<file path="src/rtl/crypto_stream_rx.sv">
// crypto_stream_rx: keystream-LFSR stream decryptor with plaintext output FIFO and frame tracking.
// Optional CRYPTO_RX_CHECKSUM_EN adds a per-frame XOR checksum check on chk_err.
module crypto_stream_rx #(
  parameter logic [7:0] SEED       = 8'hAC,
  parameter int         FIFO_DEPTH = 4,
  parameter int         MAX_FRAME  = 16
) (
  input  logic       clk,
  input  logic       rst_n,
  input  logic       seed_load,
  input  logic [7:0] seed_in,
  input  logic       s_valid,
  output logic       s_ready,
  input  logic [7:0] s_data,
  input  logic       s_last,
  output logic       m_valid,
  input  logic       m_ready,
  output logic [7:0] m_data,
  output logic       m_last,
  output logic       frame_active,
  output logic       len_err
`ifdef CRYPTO_RX_CHECKSUM_EN
  ,
  output logic       chk_err
`endif
);
  localparam int AW = $clog2(FIFO_DEPTH);
  localparam logic [63:0] INV_TAB = 64'h97B2_FDEC_5031_A684;
  typedef enum logic {IDLE, FRAME} state_t;
  state_t state, state_nxt;
  logic [7:0] lfsr, byte_cnt, t, p;
  logic [8:0] mem [FIFO_DEPTH];
  logic [AW-1:0] wr_ptr, rd_ptr;
  logic [AW:0] count;
  logic accept, pop, cnt_hit, frame_end, ovf;
  assign t = {INV_TAB[{s_data[7:4], 2'b00} +: 4], INV_TAB[{s_data[3:0], 2'b00} +: 4]};
  assign p = {t[0], t[7:1]} ^ lfsr;
  assign s_ready = (count != (AW+1)'(FIFO_DEPTH)) & !seed_load;
  assign accept = s_valid & s_ready;
  assign m_valid = count != '0;
  assign pop = m_valid & m_ready;
  assign cnt_hit = byte_cnt == 8'(MAX_FRAME - 1);
  assign ovf = accept & !s_last & cnt_hit;
  assign frame_end = accept & (s_last | cnt_hit);
  assign m_data = m_valid ? mem[rd_ptr][7:0] : 8'h00;
  assign m_last = m_valid & mem[rd_ptr][8];
  assign frame_active = state == FRAME;
  always_comb begin
    state_nxt = (seed_load | frame_end) ? IDLE : accept ? FRAME : state;
  end
  always_ff @(posedge clk or negedge rst_n) begin
    if (!rst_n) begin
      state    <= IDLE;
      lfsr     <= SEED;
      byte_cnt <= '0;
      wr_ptr   <= '0;
      rd_ptr   <= '0;
      count    <= '0;
      len_err  <= 1'b0;
    end else begin
      state   <= state_nxt;
      len_err <= ovf;
      if (seed_load) begin
        lfsr     <= |seed_in ? seed_in : SEED;
        byte_cnt <= '0;
      end else if (frame_end) begin
        lfsr     <= SEED;
        byte_cnt <= '0;
      end else if (accept) begin
        lfsr     <= {lfsr[6:0], ^lfsr[7:3]};
        byte_cnt <= byte_cnt + 8'd1;
      end
      if (accept) wr_ptr <= wr_ptr + 1'b1;
      if (pop) rd_ptr <= rd_ptr + 1'b1;
      count <= count + (AW+1)'(accept) - (AW+1)'(pop);
    end
  end
  // Storage carries no reset; occupancy alone decides what is visible.
  always_ff @(posedge clk) begin
    if (accept) mem[wr_ptr] <= {s_last | ovf, p};
  end
`ifdef CRYPTO_RX_CHECKSUM_EN
  logic [7:0] xacc;
  always_ff @(posedge clk or negedge rst_n) begin
    if (!rst_n) begin
      xacc    <= '0;
      chk_err <= 1'b0;
    end else begin
      chk_err <= accept & s_last & (p != xacc);
      if (seed_load | frame_end) xacc <= '0;
      else if (accept) xacc <= xacc ^ p;
    end
  end
`endif
endmodule

</file>
<file path="config.mk">
export PLATFORM = sky130hd
export DESIGN_NAME = crypto_stream_rx
export DESIGN_NICKNAME = d
export VERILOG_FILES = /design/src/rtl/crypto_stream_rx.sv
export SDC_FILE = /design/constraint.sdc
export NUM_CORES = 1
export LEC_CHECK = 0
export ABC_AREA = 1
export CORE_ASPECT_RATIO = 2
export CORE_MARGIN = 8
export CORE_UTILIZATION = 56
export CTS_CLUSTER_SIZE = 30
export DETAILED_ROUTE_END_ITERATION = 7
export PLACE_DENSITY = 0.79
export SETUP_SLACK_MARGIN = 0.5
export SYNTH_ARGS = -nofsm -noshare
export SYNTH_HDL_FRONTEND = slang
export SYNTH_SLANG_ARGS = --single-unit
</file>
<file path="constraint.sdc">
create_clock -name clk -period 4 [get_ports clk]
set_input_delay 0.8 -clock clk [delete_from_list [all_inputs] [get_ports clk]]
set_output_delay 0.8 -clock clk [all_outputs]
set_load 0.01 [all_outputs]
</file>
==> results of run 1 <==
per-stage QoR:
step | total power [uW] | hold slack [ns] | cells | worst slack [ns]
after floorplan | 1380 | 0.460 | 358 | 1.70
after global placement | 1650 | 0.470 | 449 | 0.960
after detailed placement | 1680 | 0.469 | 449 | 0.924
after CTS | 2480 | 0.479 | 465 | 0.906
after global routing | 2610 | 0.490 | 465 | 0.743
final | 2450 | 0.479 | 465 | 0.943
worst max-delay path, delay by kind of cell:
family | cells | cell delay, ns
buffers and inverters | 4 | 1.39
and+or+nand+nor | 1 | 0.07
synthesized netlist by cell type (all sizes together):
cell type	n	area (sq um)
a21boi	1	7.51
a21oi	14	81.3
buf	4	43.8
clkbuf	3	11.3
clkinv	1	3.75
dfrtp	21	526
dfstp	4	105
edfxtp	36	1080
fa	1	20.0
ha	7	87.6
inv	41	156
nand2	68	280
nand3	25	163
nand3b	1	7.51
nand4	3	33.8
nor2	72	293
nor3	1	5.00
o211ai	2	15.0
o21ai	37	200
o21bai	1	7.51
or2	2	12.5
xnor2	5	43.8
xor2	8	70.1
state kept, by name, indices dropped and copies added (netlist names):
name / count
byte_cnt: 8
count: 3
frame_active: 1
len_err: 1
lfsr: 8
mem: 36
rd_ptr: 2
wr_ptr: 2
final cells by class:
class                   count  area [sq um]  area share
well taps                  61          76.3      0.0194
clock inverters             3          63.8      0.0162
repair buffers             37           363      0.0920
clock buffers              13           240      0.0609
flip-flops and latches     61          1710       0.434
multi-input cells         248          1330       0.337
inverters                  42           160      0.0406
worst min-delay path by stage:
stage                   end  slack (ns)  depth (start not counted)
CTS                 lfsr[2]        0.48                          2
global placement    lfsr[2]        0.47                          2
floorplan           lfsr[2]        0.46                          2
detailed placement  lfsr[2]        0.47                          2
global route        lfsr[2]        0.49                          2
finish              lfsr[2]        0.48                          2
power by group through the flow:
stage | Sequential (uW) | Combinational [uW] | Clock, uW
floorplan | 860 | 522 | 0
global placement | 905 | 748 | 0
detailed placement | 912 | 773 | 0
CTS | 902 | 775 | 803
global route | 915 | 863 | 834
finish | 900 | 761 | 791
logic make-up (layout without fill, tap and decap cells):
kind of cell,after synthesis,count (layout),share of synthesized area
simple gates,172,172,0.244
buf+inv,49,95,0.0661
xor+xnor,13,13,0.0350
flops,61,61,0.526
compound gates,55,55,0.0957
fa+ha+maj,8,8,0.0331
metal layers:
layer / part of all wire / vias to the layer above / global-route usage / wire [um]
li1: - / 1249 / - / -
met1: 0.34 / 1124 / 0.131 / 2180
met2: 0.57 / 44 / 0.302 / 3640
met3: 0.052 / 18 / 0.0614 / 332
met4: 0.037 / 0 / 0.113 / 235
met5: 0 / - / 0 / 0
==> qor.log, run 1 <==
INFO  timing         grt_setup_unrepaired=false
INFO  final_layout   postLayoutCoreUtil=0.697
INFO  placed_design  placement.cell_area=0.00364sqmm
INFO  setup_path     crit_top_cell=sky130_fd_sc_hd__clkdlybuf4s50_1
INFO  timing         timing.setup.tns=0ns
INFO  detailed_routing drt_pre_antenna_iters=4
INFO  cts            tritoncts.num_buffers=9
INFO  timing         layout_skew=0.00792ns
INFO  final_layout   layout.nets=429
INFO  detailed_routing route.antenna.remaining_nets=0
INFO  cts            clk_latency=0.33ns
INFO  cts            cts_hold_repair.buffers=0
INFO  power_and_ir_drop cell_internal_pwr=1700uW
INFO  setup_path     r2r_setup_slack=1.79ns
INFO  hold_path      min-delay-path-class=flop to flop
INFO  cts            tritoncts_clock_tree=yes
INFO  cts            root_buffer=sky130_fd_sc_hd__clkbuf_16
INFO  cts            ctsHtreeMaxLevel=3
INFO  logic_synthesis yosys_register_bits=61
INFO  final_layout   antenna_cells_inserted=0
INFO  setup_path     setup.worst_path.start_class=input pin
INFO  final_layout   most-common-layout-cells=sky130_fd_sc_hd__nor2_1 (67), sky130_fd_sc_hd__nand2_1 (62), sky130_fd_sc_hd__inv_1 (40)
INFO  final_layout   layout-area-overhead-vs-synth=21.1%
INFO  setup_path     critical_path.cell_chain=clkdlybuf4s50_1 -> inv_4 -> nand2_1 -> inv_1 -> clkdlybuf4s50_1
INFO  power_and_ir_drop power.density_cell_area=622mW/mm^2
INFO  final_layout   layout-drive-gt1-share=0.114
INFO  timing         slew-limit-headroom=0.252
INFO  setup_path     worst_setup_path_end_kind=output port
INFO  floorplanning  std_cell_rows=39
INFO  setup_path     r2r-end=count[2]
INFO  floorplanning  core_area=0.00566sqmm
INFO  power_and_ir_drop pwr-share-clk=0.323
INFO  placed_design  place_congestion=0.948
INFO  setup_path     worstPathMaxFanout=8
INFO  floorplanning  num_io_pins=35
INFO  setup_path     cp_slowest_stage_delay=0.59ns
INFO  power_and_ir_drop power.share.combinational=0.310
INFO  setup_path     startpoint=seed_load
INFO  timing         finalCritPeriodShare=0.764
INFO  run            drv.max_cap_violation_count=0
INFO  cts            clkTransAtPathRegs=0.05ns
INFO  detailed_routing finalWirelength=6.39mm
INFO  setup_path     startpoint_of_the_worst_register_to_register_path=count[1]
INFO  detailed_routing route.detailed.wl_per_inst=13.7um
INFO  floorplanning  floorplan.die_area=0.00865sqmm
INFO  timing         fin_crit=3.06ns
INFO  outcome        run_status=finished, final reports clean
INFO  setup_path     crit_path_top_delay_cell=sky130_fd_sc_hd__clkdlybuf4s50_1
INFO  power_and_ir_drop static-leakage-power=0.00170uW
INFO  power_and_ir_drop power.share.sequential=0.367
INFO  hold_path      timing.hold.worst.start=lfsr[2]
INFO  power_and_ir_drop switching_share=0.308
INFO  global_route   grt_pass1_vias=2478
INFO  global_route   grt_remaining_overflow=0
INFO  final_layout   final_common_cell=sky130_fd_sc_hd__nor2_1
INFO  setup_path     r2r.worst_path.cells=9
INFO  final_layout   stdcell_area=0.00394sqmm
INFO  floorplanning  die_width=69.9um
INFO  floorplanning  initial_utilization=0.575
INFO  timing         least_margin_pin_slew=1.12ns
INFO  global_route   grt_max_degree=25
INFO  logic_synthesis synth_cell_type_count=36
INFO  timing         timing.fmax=327MHz
INFO  floorplanning  die_height=124um
INFO  cts            cts_repair_resize_count=0
INFO  timing         timing_hold_violations_final=0
INFO  logic_synthesis synth.yosys.seq_area_share=0.526
INFO  power_and_ir_drop peak_supply_drop=0.606mV
INFO  timing         finalSetupViolCount=0
INFO  cts            clock_path_buffers=2
INFO  detailed_routing route.detailed.drc=0
INFO  timing         timing_max_transition_violations_final=0
INFO  setup_path     crit_required=3.20ns
INFO  power_and_ir_drop sw_pwr=754uW
INFO  setup_path     arrival=2.26ns
INFO  detailed_routing detailed_route_iter0_violations=93
INFO  cts            post_cts.repair.setup_buffers=0
INFO  setup_path     setup_crit_end=s_ready
INFO  logic_synthesis synth.avg_cell_area=9.09squm
INFO  logic_synthesis syn_inst=358
INFO  logic_synthesis synth.cell_area=0.00325sqmm
INFO  detailed_routing drt-vias-per-instance=5.24
INFO  setup_path     critical_path_class=input pin to output port
INFO  detailed_routing vias=2435
INFO  final_layout   layout.filler_cells=433
INFO  global_route   grt_first_pass_wirelength=10.8mm
INFO  placed_design  detailedPlacementHpwl=5.07mm
INFO  placed_design  io_buffer_count=34
INFO  global_route   antenna_violations_before_repair=0
INFO  logic_synthesis synth_nets=388
INFO  logic_synthesis synth_warnings=0
INFO  global_route   grt_util_all_layers=0.160
INFO  cts            cts.sinks=61
Power figures use the tool's default switching activity.
==> run 2: changes to the inputs <==
Settings changed: CORE_UTILIZATION 56 to 51, PLACE_DENSITY 0.79 to 0.76.
Clock period 4 ns to 2.55 ns, I/O delays scaled along.
==> qor.log, run 2 (synthesized netlist as in run 1, its figures left out) <==
INFO  outcome        run_status=finished, final reports clean [unchanged]
INFO  placed_design  io_buffer_count=34 [unchanged]
INFO  global_route   grt_util_all_layers=0.161 [was 0.160]
INFO  timing         timing.fmax=487MHz
INFO  timing         timing_hold_violations_final=0 [unchanged]
INFO  cts            clkTransAtPathRegs=0.05ns [about the same]
INFO  detailed_routing finalWirelength=7.11mm [was 6.39 mm]
INFO  timing         fin_crit=2.06ns
INFO  global_route   grt_pass1_vias=2690 [was 2478]
INFO  final_layout   stdcell_area=0.00411sqmm [was 0.00394 sq mm]
INFO  detailed_routing detailed_route_iter0_violations=102 [was 93]
INFO  global_route   grt_first_pass_wirelength=11.7mm [was 10.8 mm]
INFO  detailed_routing route.detailed.drc=0 [unchanged]
INFO  final_layout   antenna_cells_inserted=0 [unchanged]
INFO  floorplanning  die_height=129um [was 124 um]
INFO  cts            tritoncts_clock_tree=yes [unchanged]
INFO  timing         timing_max_transition_violations_final=0 [unchanged]
INFO  timing         timing.setup.tns=0ns [unchanged]
INFO  final_layout   flip_flop_count_of_the_largest_register_after_layout=36 [unchanged]
INFO  detailed_routing drt-vias-per-instance=5.10 [was 5.24]
INFO  global_route   grt_max_degree=26 [was 25]
INFO  timing         finalCritPeriodShare=0.806
INFO  cts            clk_latency=0.32ns [was 0.33 ns]
INFO  cts            ctsHtreeMaxLevel=3 [unchanged]
INFO  cts            cts_hold_repair.buffers=0 [unchanged]
INFO  floorplanning  initial_utilization=0.520 [was 0.575]
INFO  cts            tritoncts.num_buffers=9 [unchanged]
INFO  power_and_ir_drop power.density_cell_area=953mW/mm^2 [was 622 mW/mm^2]
INFO  floorplanning  std_cell_rows=41 [was 39]
INFO  detailed_routing drt_pre_antenna_iters=4 [unchanged]
INFO  floorplanning  core_area=0.00626sqmm [was 0.00566 sq mm]
INFO  setup_path     worst_setup_path_end_kind=output port [unchanged]
INFO  floorplanning  num_io_pins=35 [unchanged]
INFO  detailed_routing vias=2607 [was 2435]
INFO  final_layout   most-common-layout-cells=sky130_fd_sc_hd__nor2_1 (66), sky130_fd_sc_hd__nand2_1 (62), sky130_fd_sc_hd__inv_1 (39) [was sky130_fd_sc_hd__nor2_1 (67), sky130_fd_sc_hd__nand2_1 (62), sky130_fd_sc_hd__inv_1 (40)]
INFO  global_route   grt_remaining_overflow=0 [unchanged]
INFO  final_layout   layout-area-overhead-vs-synth=26.4% [was 21.1%]
INFO  cts            cts.sinks=61 [unchanged]
INFO  global_route   antenna_violations_before_repair=0 [unchanged]
INFO  final_layout   postLayoutCoreUtil=0.657 [was 0.697]
INFO  detailed_routing routed.top_layer=met4 [unchanged]
INFO  final_layout   register_containing_the_most_flip_flops_in_the_final_layout=mem [unchanged]
INFO  run            drv.max_cap_violation_count=0 [unchanged]
INFO  setup_path     crit_required=2.04ns [was 3.20 ns]
INFO  detailed_routing met2RoutedLength=4.05mm [was 3.64 mm]
INFO  detailed_routing route.detailed.wl_per_inst=13.9um [was 13.7 um]
INFO  setup_path     setup.worst_path.start_class=flop [was input pin]
INFO  floorplanning  die_width=72.5um [was 69.9 um]
INFO  setup_path     critical_path_class=flop to output port [was input pin to output port]
INFO  placed_design  detailedPlacementHpwl=5.20mm [was 5.07 mm]
INFO  power_and_ir_drop static-leakage-power=0.00182uW [was 0.00170 uW]
INFO  timing         least_margin_pin_slew=0.602ns [was 1.12 ns]
INFO  final_layout   biggestRegsByFlops=mem (36), byte_cnt (8), lfsr (8) [unchanged]
INFO  timing         finalSetupViolCount=0 [unchanged]
INFO  detailed_routing met1_length=2.62mm [was 2.18 mm]
INFO  timing         layout_skew=0.00587ns [was 0.00792 ns]
INFO  detailed_routing route.antenna.remaining_nets=0 [unchanged]
INFO  setup_path     worstPathMaxFanout=4 [was 8]
INFO  power_and_ir_drop peak_supply_drop=0.509mV [was 0.606 mV]
INFO  floorplanning  floorplan.die_area=0.00935sqmm [was 0.00865 sq mm]
INFO  cts            clock_path_buffers=2 [unchanged]
INFO  timing         grt_setup_unrepaired=true [was false]
INFO  cts            root_buffer=sky130_fd_sc_hd__clkbuf_16 [unchanged]
INFO  final_layout   layout.nets=450 [was 429]
INFO  final_layout   layout-drive-gt1-share=0.202 [was 0.114]
INFO  timing         slew-limit-headroom=0.598 [was 0.252]
INFO  placed_design  place_congestion=0.857 [was 0.948]
INFO  placed_design  placement.cell_area=0.00376sqmm [was 0.00364 sq mm]
INFO  final_layout   final_common_cell=sky130_fd_sc_hd__nor2_1 [unchanged]
INFO  detailed_routing met3_length=267um [was 332 um]
INFO  hold_path      min-delay-path-class=flop to flop [unchanged]
INFO  setup_path     arrival=1.55ns [was 2.26 ns]
[run 2: where the power goes]
group	internal [uW]	total, uW	leakage (uW)	switching (uW)
logic	619	1400	0.00105	781
registers	1260	1380	0.000634	117
clock network	748	1140	0.000137	396
total	2630	3920	0.00182	1290
[run 2: worst paths after layout]
check,from,end,slack [ns],cells past startpoint
setup / recovery,count[1],m_data[0],0.49,5
hold / removal,lfsr[2],lfsr[2],0.51,2
setup reg to reg,count[2],count[2],0.54,9
hold reg to reg,lfsr[2],lfsr[2],0.51,2
max in group asynchronous,rst_n,lfsr[2],1.69,2
min in group asynchronous,rst_n,byte_cnt[6],0.56,2
[run 2: what timing repair did]
action | in CTS | in global routing
hold endpoints to repair | 0 | 0
buffers inserted | 7 | 4
pin swaps | 3 | 5
resized for setup | 21 | 21
setup endpoints to repair | 12 | 10
[run 2: metal layers]
metal  vias up  GRT usage
met3        14     0.0405
met1      1242      0.143
li1       1296          -
met2        55      0.308
met4         0     0.0986
met5         -          0
[run 2: stage by stage]
| step | std cells | hold WS, ns | setup slack, ns | total power, uW |
|---|---|---|---|---|
| floorplan | 358 | 0.214 | 0.535 | 2170 |
| global placement | 484 | 0.472 | 0.0964 | 2680 |
| detailed placement | 484 | 0.488 | 0.0509 | 2730 |
| CTS | 507 | 0.497 | 0.443 | 3910 |
| global route | 511 | 0.529 | 0.438 | 4150 |
| finish | 511 | 0.506 | 0.495 | 3920 |
[run 2: layout make-up]
cell class | count | area (sq um)
multi-input combinational | 248 | 1350
inverter | 42 | 161
clock inverter | 5 | 51.3
timing repair buffer | 58 | 494
clock buffer | 11 | 233
tap | 86 | 108
fill | 520 | 2140
sequential | 61 | 1720
[run 2: worst max-delay path: stages (launching register included)]
cell and delay, ns:
sky130_fd_sc_hd__dfrtp_2 0.44, sky130_fd_sc_hd__nor3_4 0.21, sky130_fd_sc_hd__buf_6 0.14, sky130_fd_sc_hd__buf_4 0.12
sky130_fd_sc_hd__a21oi_1 0.04, sky130_fd_sc_hd__dlygate4sd2_1 0.28
==> run 3: changes to the inputs <==
Settings changed: CORE_UTILIZATION 51 to 56, PLACE_DENSITY 0.76 to 0.79.
Clock period 2.55 ns to 2 ns, I/O delays scaled along.
==> qor.log, run 3 (synthesized netlist as in run 1, its figures left out) <==
INFO  detailed_routing finalWirelength=8.97mm [was 7.11 mm]
INFO  global_route   grt_pass1_vias=2815 [was 2690]
INFO  setup_path     startpoint_of_the_worst_register_to_register_path=count[0] [was count[2]]
INFO  floorplanning  core_area=0.00566sqmm [was 0.00626 sq mm]
INFO  global_route   antenna_violations_before_repair=0 [unchanged]
INFO  global_route   grt_first_pass_wirelength=12.9mm [was 11.7 mm]
INFO  detailed_routing drt_pre_antenna_iters=5 [was 4]
INFO  timing         grt_setup_unrepaired=true [unchanged]
INFO  power_and_ir_drop power.density_cell_area=1260mW/mm^2 [was 953 mW/mm^2]
INFO  global_route   grt_remaining_overflow=0 [unchanged]
INFO  placed_design  place_congestion=0.814 [was 0.857]
INFO  detailed_routing route.detailed.drc=0 [unchanged]
INFO  power_and_ir_drop totalPowerFinal=5740uW [was 3920 uW]
INFO  final_layout   final_common_cell=sky130_fd_sc_hd__nor2_1 [unchanged]
INFO  detailed_routing route.detailed.wl_per_inst=18.0um [was 13.9 um]
INFO  cts            ctsHtreeMaxLevel=3 [unchanged]
INFO  setup_path     worst_setup_path_end_kind=output port [unchanged]
INFO  detailed_routing detailed_route_iter0_violations=167 [was 102]
INFO  timing         layout_skew=0.00372ns [was 0.00587 ns]
INFO  floorplanning  initial_utilization=0.575 [was 0.520]
INFO  cts            root_buffer=sky130_fd_sc_hd__clkbuf_16 [unchanged]
INFO  setup_path     critical_path_class=flop to output port [unchanged]
INFO  setup_path     cp_slowest_stage_delay=0.42ns [was 0.44 ns]
INFO  power_and_ir_drop peak_supply_drop=1.42mV [was 0.509 mV]
INFO  cts            clkTransAtPathRegs=0.05ns [about the same]
INFO  setup_path     r2r_setup_slack=0.04ns [was 0.54 ns]
INFO  final_layout   antenna_cells_inserted=0 [unchanged]
INFO  setup_path     r2r.worst_path.cells=8 [was 9]
INFO  final_layout   register_containing_the_most_flip_flops_in_the_final_layout=mem [unchanged]
INFO  placed_design  placement.cell_area=0.00383sqmm [was 0.00376 sq mm]
INFO  placed_design  detailedPlacementHpwl=5.28mm [was 5.20 mm]
INFO  detailed_routing drt-vias-per-instance=5.59 [was 5.10]
INFO  power_and_ir_drop static-leakage-power=0.00209uW [was 0.00182 uW]
INFO  run            drv.max_cap_violation_count=0 [unchanged]
INFO  timing         fin_crit=1.97ns
INFO  setup_path     crit_path_top_delay_cell=sky130_fd_sc_hd__dfrtp_1 [was sky130_fd_sc_hd__dfrtp_2]
INFO  timing         finalCritPeriodShare=0.986
INFO  final_layout   layout-drive-gt1-share=0.324 [was 0.202]
INFO  floorplanning  num_io_pins=35 [unchanged]
INFO  final_layout   flip_flop_count_of_the_largest_register_after_layout=36 [unchanged]
INFO  final_layout   layout.nets=463 [was 450]
INFO  global_route   grt_util_all_layers=0.189 [was 0.161]
INFO  cts            cts.sinks=61 [unchanged]
INFO  floorplanning  std_cell_rows=39 [was 41]
INFO  setup_path     crit_required=1.60ns [was 2.04 ns]
INFO  final_layout   most-common-layout-cells=sky130_fd_sc_hd__nor2_1 (55), sky130_fd_sc_hd__nand2_1 (46), sky130_fd_sc_hd__inv_1 (36), sky130_fd_sc_hd__edfxtp_1 (36), sky130_fd_sc_hd__o21ai_0 (25) [was sky130_fd_sc_hd__nor2_1 (66), sky130_fd_sc_hd__nand2_1 (62), sky130_fd_sc_hd__inv_1 (39)]
INFO  timing         timing_hold_violations_final=0 [unchanged]
INFO  setup_path     setup.worst_path.start_class=flop [unchanged]
INFO  final_layout   layout-area-overhead-vs-synth=40.3% [was 26.4%]
INFO  final_layout   stdcell_area=0.00457sqmm [was 0.00411 sq mm]
INFO  setup_path     critical_path.cell_chain=nor3_2 -> buf_4 -> buf_6 -> buf_12 -> a21oi_1 -> buf_2 [was nor3_4 -> buf_6 -> buf_4 -> a21oi_1 -> dlygate4sd2_1]
INFO  floorplanning  die_height=124um [was 129 um]
INFO  final_layout   biggestRegsByFlops=mem (36), byte_cnt (8), lfsr (8) [unchanged]
INFO  detailed_routing route.antenna.remaining_nets=0 [unchanged]
INFO  timing         timing.fmax=507MHz
INFO  cts            clk_latency=0.33ns [was 0.32 ns]
INFO  timing         timing_max_transition_violations_final=0 [unchanged]
INFO  timing         finalSetupViolCount=0 [unchanged]
INFO  timing         least_margin_pin_slew=0.475ns [was 0.602 ns]
INFO  setup_path     arrival=1.57ns [was 1.55 ns]
INFO  detailed_routing vias=2787 [was 2607]
INFO  outcome        run_status=finished, final reports clean [unchanged]
INFO  cts            tritoncts_clock_tree=yes [unchanged]
INFO  timing         slew-limit-headroom=0.680 [was 0.598]
INFO  hold_path      min-delay-path-class=input pin to async pin [was flop to flop]
INFO  placed_design  io_buffer_count=34 [unchanged]
INFO  cts            tritoncts.num_buffers=9 [unchanged]
INFO  global_route   grt_max_degree=26 [unchanged]
INFO  setup_path     r2r-end=count[2] [unchanged]
INFO  floorplanning  floorplan.die_area=0.00865sqmm [was 0.00935 sq mm]
INFO  floorplanning  die_width=69.9um [was 72.5 um]
INFO  cts            clock_path_buffers=2 [unchanged]
INFO  setup_path     worstPathMaxFanout=9 [was 4]
==> run 3: stage by stage <==
| stage | util | TNS [ns] | std cells | hold WS (ns) | setup slack (ns) |
|---|---|---|---|---|---|
| after floorplan | - | 0 | 358 | 0.104 | 0.113 |
| after CTS | 0.750 | 0 | 491 | 0.454 | 0.0863 |
| after global placement | 0.677 | -0.592 | 467 | 0.472 | -0.263 |
| final | 0.807 | 0 | 499 | 0.445 | 0.0290 |
| after global routing | 0.807 | -0.0331 | 499 | 0.469 | -0.0151 |
| after detailed placement | 0.677 | -0.701 | 467 | 0.478 | -0.311 |
==> run 3: final cells by class <==
cell class                      count  area, sq um
Timing Repair Buffer               71          699
Inverter                           42          160
Clock buffer                       11          233
Tap cell                           61         76.3
Clock inverter                      5         98.8
Fill cell                         334         1090
Sequential cell                    61         1710
Multi-Input combinational cell    248         1590
==> run 3: repair_timing <==
item                                    CTS  global route
setup buffers                             8             4
hold buffers                              0             0
endpoints found under the setup margin   79            94
gates resized for setup                  63            81
gates cloned                              0             4
pin swaps                                 4            19
==> run 3: worst max path at each step <==
stage          slack, ns  cells past startpoint   endpoint  startpoint
3_3_place_gp       -0.26                      9   count[2]   seed_load
5_1_grt            -0.02                      8   count[2]    count[0]
2_1_floorplan       0.11                      9   count[2]    count[1]
6_report            0.03                      6     m_last    count[0]
3_5_place_dp       -0.31                      9   count[2]   seed_load
4_1_cts             0.09                      6  m_data[4]    count[0]
==> run 3: layer usage <==
metal	share of wire	track usage	vias to the layer above
met5	0	0	-
met2	0.57	0.366	103
met3	0.045	0.0526	44
met1	0.32	0.163	1324
li1	-	-	1316
met4	0.061	0.118	0
==> run 3: critical path, delay by kind of cell (launching register included) <==
family                 cells  cell delay (ns)
buffers and inverters      4             0.52
flip-flops                 1             0.42
AND/OR/NAND/NOR            1             0.25
AO/OA/AOI/OAI              1             0.05
==> run 3: power by group <==
part / switching [uW] / internal (uW)
combinational: 1200 / 1020
sequential: 162 / 1600
clock: 545 / 1210
total: 1910 / 3830
==> variant: new RTL, flow settings as in run 2 <==
Compare `byte_cnt` against `8'(MAX_FRAME - 1)` with >= in place of ==.
--- a/src/rtl/crypto_stream_rx.sv
+++ b/src/rtl/crypto_stream_rx.sv
@@ -41,3 +41,3 @@
   assign pop = m_valid & m_ready;
-  assign cnt_hit = byte_cnt == 8'(MAX_FRAME - 1);
+  assign cnt_hit = byte_cnt >= 8'(MAX_FRAME - 1);
   assign ovf = accept & !s_last & cnt_hit;
Function: same outputs for any inputs over 4 cycles, from zero or initial values and one cycle with rst_n low; that may be too few to reach the edited logic, so the function may still have changed.
==> variant against run 2 <==
First-iteration DRC count increased by 8.8%; critical endpoint is now m_data[5]; power rose by 4.7%; area after synthesis decreased by 3.9%; fmax is 0.70% higher; die area down 3.3%; core utilization is 1.8 points higher; sequential cell count stayed put; routed wire length decreased by 0.89%; worst setup slack improved by 0.014 ns; design area fell by 2.3%.
==> variant: results <==
[status]
status = "completed"

[yosys]
yosys.area_share.adder_pct = 3.44
synth-edff-count = 36
ys_seq_area_share_pct = 54.7
async_reset_ff_share_pct = 41.0
synth_common_cells = "62 x nor2_1, 53 x nand2_1, 45 x inv_1, 36 x edfxtp_1, 28 x o21ai_0"
ys_top_cells_by_area = "edfxtp_1 35%, dfrtp_1 17%, nor2_1 7.4%"
ys_warn_count = 0
synth.mux.area_fraction_pct = 0
ys.flop_type = "edfxtp_1"
yosys.cell_types.count = 30
synth_compound_area_share_pct = 9.12
syn-num-nets = 371
syn_inst = 341
synth_xor_area_share_pct = 3.92

[clocking]
worstSkewPairLatency_ns = 0.33
cts_root_buffer = "clkbuf_16"
cts_buffers = 9
htree_levels = 3
clk_pin_slew_ns = 0.05

[timing]
clock_skew_ns = 0.00564
max-slew-margin-rel_pct = 72.1

[place]
place_inst = 440
hpwlAfterDp_um = 4770
gp_congestion = 0.807
numPortBuffers = 34
pre_cts_ws_ns = 0.118
dpl_cell_area_mm2 = 0.00356

[layout]
antenna_cells = 0
largest_reg_flops = 36
final_layout_size_suffix_gt1_share_pct = 17.9
n_fill_cell = 468
reg.largest.list = "mem: 36 flops, byte_cnt: 8 flops, lfsr: 8 flops"
nets = 433

[power_and_ir_drop]
power_leakage_nw = 1.79
peakVddDrop_mv = 0.660

[global_route]
grt_pass1_wl_um = 11400
antenna_found_initial = 0
grt_pass1_vias = 2623
grt_util_all_layers_pct = 16.2
grt_max_degree = 26
grt.overflow.total = 0

[setup_path]
ff2ff_path_depth = 9
slowest_stage = "dfrtp_2"
slowest_delay_ns = 0.44
cp_max_fo = 6

[drt]
dr.pass1.iters = 4
vias = 2508
initialDrtViolationCount = 111
wl_per_cell_um = 15.0
via_per_inst = 5.32

[worst_hold_path]
whs_path_depth = 2
[variant: final cells by class]
type / count / area (µm²) / area share [%]
Inverter: 47 / 183 / 4.54
Clock inverter: 4 / 42.5 / 1.06
Clock buffer: 12 / 236 / 5.88
Multi-Input combinational cell: 224 / 1200 / 29.8
Tap cell: 63 / 78.8 / 1.96
Timing Repair Buffer: 60 / 569 / 14.2
Sequential cell: 61 / 1710 / 42.6
[variant: worst max-delay path, delay by kind of cell, from the launching register on]
family                 cells  cell delay [ns]
AO/OA/AOI/OAI              1             0.03
buffers and inverters      3             0.49
flip-flops                 1             0.44
AND/OR/NAND/NOR            1             0.23
[variant: power by group]
group          switching [mW]  internal (mW)  total [mW]
logic                   0.839          0.737        1.58
clock network           0.397          0.747        1.14
registers               0.130           1.26        1.39
[variant: final timing paths]
kind	end	start	slack (ns)
max reg2reg	count[1]	count[1]	0.56
min reg2reg	byte_cnt[5]	byte_cnt[5]	0.49
min	byte_cnt[5]	byte_cnt[5]	0.49
max in group asynchronous	lfsr[5]	rst_n	1.70
min in group asynchronous	count[1]	rst_n	0.55
max	m_data[5]	count[1]	0.51
[variant: layer usage]
| layer | wire (µm) | global-route usage (%) |
|---|---|---|
| met1 | 2460 | 13.7 |
| met2 | 4050 | 31.0 |
| met3 | 290 | 4.58 |
| met4 | 259 | 10.5 |
| met5 | 0 | 0 |
[variant: repair_timing]
| action | 4_1_cts | 5_1_grt |
|---|---|---|
| endpoints found under the setup margin | 13 | 11 |
| cloned | 1 | 1 |
| pin swaps | 1 | 9 |
| resized for setup | 37 | 24 |
| hold buffers | 0 | 0 |
| setup buffers | 10 | 3 |
